==> src/rtl/digit_scan_ctrl.sv <==
// Time-multiplexed 8-digit scan controller: digit select rotation, anode drive
// with inter-digit blanking, brightness dimming and per-digit blink.
module digit_scan_ctrl #(
    parameter int unsigned TICKS_PER_DIGIT = 100000,
    parameter int unsigned BLANK_TICKS     = 1000,
    parameter int unsigned BLINK_FRAMES    = 62
) (
    input  logic       clk,
    input  logic       rst_n,
    input  logic       en,
    input  logic [2:0] brightness,
    input  logic [7:0] blink_mask,
    output logic [7:0] SEL_digit,
    output logic [7:0] anode_n,
    output logic [2:0] digit_idx,
    output logic       frame_tick
);

    localparam int unsigned TW      = (TICKS_PER_DIGIT > 1) ? $clog2(TICKS_PER_DIGIT) : 1;
    localparam int unsigned FW      = (BLINK_FRAMES > 1) ? $clog2(BLINK_FRAMES) : 1;
    localparam int unsigned ON_SPAN = TICKS_PER_DIGIT - BLANK_TICKS;
    localparam logic [TW-1:0] TICK_LAST  = TW'(TICKS_PER_DIGIT - 1);
    localparam logic [FW-1:0] FRAME_LAST = FW'(BLINK_FRAMES - 1);

    logic [TW-1:0] tick_cnt, tick_nx;
    logic [FW-1:0] frame_cnt, frame_nx;
    logic          blink_phase, phase_nx;
    logic [2:0]    bright_q, bright_nx;
    logic [7:0]    mask_q, mask_nx;
    logic          first_q;
    logic [2:0]    idx_nx;
    logic [7:0]    sel_nx;
    logic [7:0]    anode_nx;
    logic          ft_nx;
    logic          advance;
    logic          wrap;
    logic          sample;
    logic [31:0]   on_len_nx;
    logic [31:0]   tick32_nx;
    logic          blink_off;
    logic          lit;

    // Next-state: slot counter, digit rotation, blink phase, per-slot sampling,
    // and the anode drive computed against the tick value it will accompany.
    always_comb begin
        advance   = en && (tick_cnt == TICK_LAST);
        wrap      = advance && (digit_idx == 3'd7);
        tick_nx   = tick_cnt;
        idx_nx    = digit_idx;
        sel_nx    = SEL_digit;
        frame_nx  = frame_cnt;
        phase_nx  = blink_phase;

        if (en) begin
            tick_nx = advance ? '0 : tick_cnt + TW'(1);
        end
        if (advance) begin
            idx_nx = digit_idx + 3'd1;
            sel_nx = {SEL_digit[0], SEL_digit[7:1]};
        end
        if (wrap) begin
            if (frame_cnt == FRAME_LAST) begin
                frame_nx = '0;
                phase_nx = ~blink_phase;
            end else begin
                frame_nx = frame_cnt + FW'(1);
            end
        end

        sample    = first_q || advance;
        bright_nx = sample ? brightness : bright_q;
        mask_nx   = sample ? blink_mask : mask_q;

        on_len_nx = (ON_SPAN * (32'(bright_nx) + 32'd1)) >> 3;
        tick32_nx = 32'(tick_nx);
        blink_off = phase_nx && ((mask_nx & ~sel_nx) != 8'h00);
        lit       = en && (tick32_nx >= BLANK_TICKS)
                       && (tick32_nx < (BLANK_TICKS + on_len_nx)) && !blink_off;
        anode_nx  = lit ? sel_nx : 8'hFF;
        ft_nx     = wrap;
    end

    // State and output registers with synchronous active-low reset.
    always_ff @(posedge clk) begin
        if (!rst_n) begin
            tick_cnt    <= '0;
            digit_idx   <= 3'd0;
            SEL_digit   <= 8'b0111_1111;
            anode_n     <= 8'hFF;
            frame_tick  <= 1'b0;
            frame_cnt   <= '0;
            blink_phase <= 1'b0;
            bright_q    <= 3'd7;
            mask_q      <= 8'h00;
            first_q     <= 1'b1;
        end else begin
            tick_cnt    <= tick_nx;
            digit_idx   <= idx_nx;
            SEL_digit   <= sel_nx;
            anode_n     <= anode_nx;
            frame_tick  <= ft_nx;
            frame_cnt   <= frame_nx;
            blink_phase <= phase_nx;
            bright_q    <= bright_nx;
            mask_q      <= mask_nx;
            first_q     <= 1'b0;
        end
    end

endmodule

==> config.mk <==
export PLATFORM = sky130hd
export DESIGN_NAME = digit_scan_ctrl
export DESIGN_NICKNAME = d
export VERILOG_FILES = /design/src/rtl/digit_scan_ctrl.sv
export SDC_FILE = /design/constraint.sdc
export NUM_CORES = 1
export LEC_CHECK = 0
export CAP_MARGIN = 30
export CORE_UTILIZATION = 50
export DETAILED_ROUTE_END_ITERATION = 8
export GPL_ROUTABILITY_DRIVEN = 0
export PLACE_DENSITY = 0.72
export SYNTH_ARGS = -nofsm -noshare
export SYNTH_HDL_FRONTEND = slang
export SYNTH_SLANG_ARGS = --single-unit
export TNS_END_PERCENT = 100
==> constraint.sdc <==
create_clock -name clk -period 6.7 [get_ports clk]
set_clock_uncertainty 0.2 [all_clocks]
set_input_delay 0.67 -clock clk [delete_from_list [all_inputs] [get_ports clk]]
set_output_delay 0.67 -clock clk [all_outputs]
set_load 0.01 [all_outputs]
==> run metrics <==
status=complete, no violations; Final setup viols=0; setup TNS=0 ns; Max Cap Viol=0; synthesized flop and latch total=56; Net Count, Synth=494; HPWL Detailed=6090 µm; Die Width=87.3 µm; Worst Max-Slew Pin Slew=0.794 ns; Post-Layout Inst Area=4170 µm²; Place WS=0.00669 ns; Detail Route Antenna Nets=0; leading area contributor after synthesis=dfxtp_1; Cell Pwr Density=195 nW/µm²; total gr overflow=0; Adder-Cell Fraction of Synth Area=0.153; initial antenna violation count=0; Netlist Area Pre-Place=3640 µm²; Switching Share=0.335; fin crit period=6.29 ns; DR vias/cell=5.42; Max-slew headroom=0.469; clk sinks=56; vias in the first global route=2871; Post-Place Cell Area=4050 µm²; Setup CP Type=reg2reg; Final #Nets=523; share of the synthesized area in the top cell type=0.308; R2R Setup Slk=0.41 ns; Worst-Skew Late Latency=0.32 ns; crit-path max FO=20; Initial Util=0.526; library cells used by synthesis=55; startpoint types=flip-flop; RSZ-0062 raised after global routing=no; Seq pwr share=0.422; Fmax=0.159 GHz; Slew Viols, Final=0; arrival time worst endpoint=6.30 ns; Worst Setup End Kind=flip-flop; Ports=34; vias=3046; die height=87.3 µm; row count=30; Worst Slack Setup Final=0.410 ns; Avg Inst Size Synth=8.34 µm²; Hold Startpoint=digit_idx[2]; Detailed Route WL=7900 µm; ANT cells=0; maximum vdd drop=0.000104 V; H-tree depth=2; IO Port Bufs=33; DIE AREA=7620 µm²; CTS clk-pin slew, worst paths=0.11 ns; WHS=0.294 ns; mux contribution to synthesized area=0.0537; post-synthesis compound-gate area fraction=0.127; first-pass GRT wire length=13300 µm; CTS Buf Count=5; combinational power share=0.336; P_int=539 µW; WP data required=6.71 ns; DR pass1 iterations=4; Post-synth EDFFs=0; Hold Path Sink=digit_idx[2]; Yosys warning total=0; combinational family with the most area after synthesis=simple AND/OR/NAND/NOR gates; post-synthesis sequential area ratio=0.308; Reg2Reg Depth=26; Clock Tree Buf Depth=2; DRT iter0 DRCs=114; Residual DRC=0; ranking of synthesized cells by area=dfxtp_1 31%, ha_1 15%, nor2_1 4.7%, mux2i_1 4.7%, nand2_1 4.6%; Leak=0.00189 µW; P_sw=272 µW; Post-Synth Simple-Gate Area=0.223; Final period util=0.939; Root Buffer=clkbuf_8; per-cell routed wire length=14.1 µm; Core ar.=6910 µm²; share of layout cells above drive strength 1=0.0665; Fillers=636; ys async rst share=0; XOR/XNOR share of the synthesized area=0.0771; worst r2r src=tick_cnt[5]; min-delay worst type=reg2reg; final hold vios=0; Hold Path Depth=2; gr usage total=0.221; reg2reg end=anode_n[5]; CTS tree=done; PnR Total Power=811 µW; pin count of the biggest net entering global routing=24; Post-Synthesis Cells=436; clock network power share=0.242; P&R area growth vs syn=14.6%; top_reg_cell synth=dfxtp_1
## worst max path at each step
stage | from | end | depth (start not counted)
after detailed placement | en | anode_n[5] | 27
final | tick_cnt[5] | anode_n[5] | 26
after floorplan | en | anode_n[6] | 27
after global routing | tick_cnt[5] | anode_n[4] | 26
after global placement | en | anode_n[6] | 27
after CTS | en | anode_n[5] | 27
## metal layers
| layer | GRT usage | vias to the layer above | part of all wire |
|---|---|---|---|
| li1 | - | 1566 | - |
| met1 | 0.302 | 1427 | 0.49 |
| met2 | 0.370 | 46 | 0.47 |
| met3 | 0.0284 | 7 | 0.029 |
| met4 | 0.0551 | 0 | 0.0094 |
| met5 | 0 | - | 0 |
## Yosys cell counts, types with 5 or more instances
library cell and count:
a21o_1 7, ha_1 43, nor3_1 12, a21oi_1 24, nand4_1 12, xor2_1 14, nand2_1 45, xnor2_1 18
buf_2 5, mux2i_1 17, nand3_1 9, o22ai_1 8, nor4_1 5, o21ai_0 6, inv_1 32, clkbuf_1 12
nor2_1 46, dfxtp_1 56, and2_1 12
## metrics by stage
| stage | utilization | std cells |
|---|---|---|
| after global routing | 0.603 | 562 |
| after floorplan | - | 436 |
| after global placement | 0.587 | 553 |
| after detailed placement | 0.587 | 553 |
| final | 0.603 | 562 |
| after CTS | 0.600 | 561 |
## sequential cells by signal (all words and copies together), names as in the netlist
signal       count
SEL_digit        8
frame_tick       1
first_q          1
mask_q           8
tick_cnt        17
digit_idx        3
blink_phase      1
anode_n          8
frame_cnt        6
bright_q         3
## cells in the final DEF (no fill, tap or decap), types with 2 or more instances in the layout
cell type	synthesis	layout
dfxtp_1	56	56
nor2_1	46	46
nand2_1	45	45
ha_1	43	43
clkdlybuf4s50_1	0	33
inv_1	32	32
a21oi_1	24	24
xnor2_1	18	17
mux2i_1	17	17
xor2_1	14	14
and2_1	12	12
nand4_1	12	12
nor3_1	12	12
nand3_1	9	8
o22ai_1	8	8
buf_4	0	8
a21o_1	7	7
o21ai_0	6	6
nor4_1	5	5
clkbuf_8	0	5
nand2b_1	3	3
or4_1	3	3
or3_1	3	3
o211ai_1	3	3
o21a_1	3	3
and4_1	3	2
o31a_1	2	2
o21ai_1	2	2
or2_2	2	2
o21bai_1	2	2
and3_1	2	2
## kinds of logic after synthesis
kind of cell    after synthesis
flops                        56
fa+ha+maj                    44
compound gates               70
mux                          19
xor+xnor                     32
simple gates                164
buf+inv                      51
## timing repair
action,in CTS,in global routing
resized for setup,0,3
hold buffers,0,0
setup buffers,0,1
setup endpoints to repair,0,8
## layout make-up
cell class	instances	area [µm²]	share of cell area
Tap cell	96	120	0.0288
Inverter	32	120	0.0288
Clock buffer	5	68.8	0.0165
Multi-Input combinational cell	329	2320	0.558
Timing Repair Buffer	41	390	0.0937
Clock inverter	3	22.5	0.00541
Sequential cell	56	1120	0.269
## power by group through the flow
stage                     Sequential [µW]  Combinational [µW]  Clock (µW)
after global routing                  343                 312         212
after detailed placement              350                 274           0
after CTS                             342                 276         198
after floorplan                       348                 212           0
after global placement                350                 264           0
final                                 342                 273         196
## critical path, cell delays in order, from the launching register on
cell	delay, ns
dfxtp_1	0.42
or4b_4	0.58
nor4_4	0.36
a21oi_1	0.12
buf_4	0.24
mux2i_2	0.21
inv_1	0.08
ha_1	0.21
xnor2_2	0.24
ha_1	0.32
fa_1	0.50
inv_1	0.04
ha_1	0.28
a31oi_1	0.21
nand2b_1	0.15
o32ai_2	0.10
nor2_1	0.18
o21bai_1	0.10
xnor2_1	0.13
ha_1	0.29
o21ai_0	0.08
o21bai_1	0.08
a21o_1	0.18
a221o_1	0.37
a211oi_2	0.25
buf_4	0.20
nand2_1	0.06
Note: power is estimated with default switching activity, not from simulation.
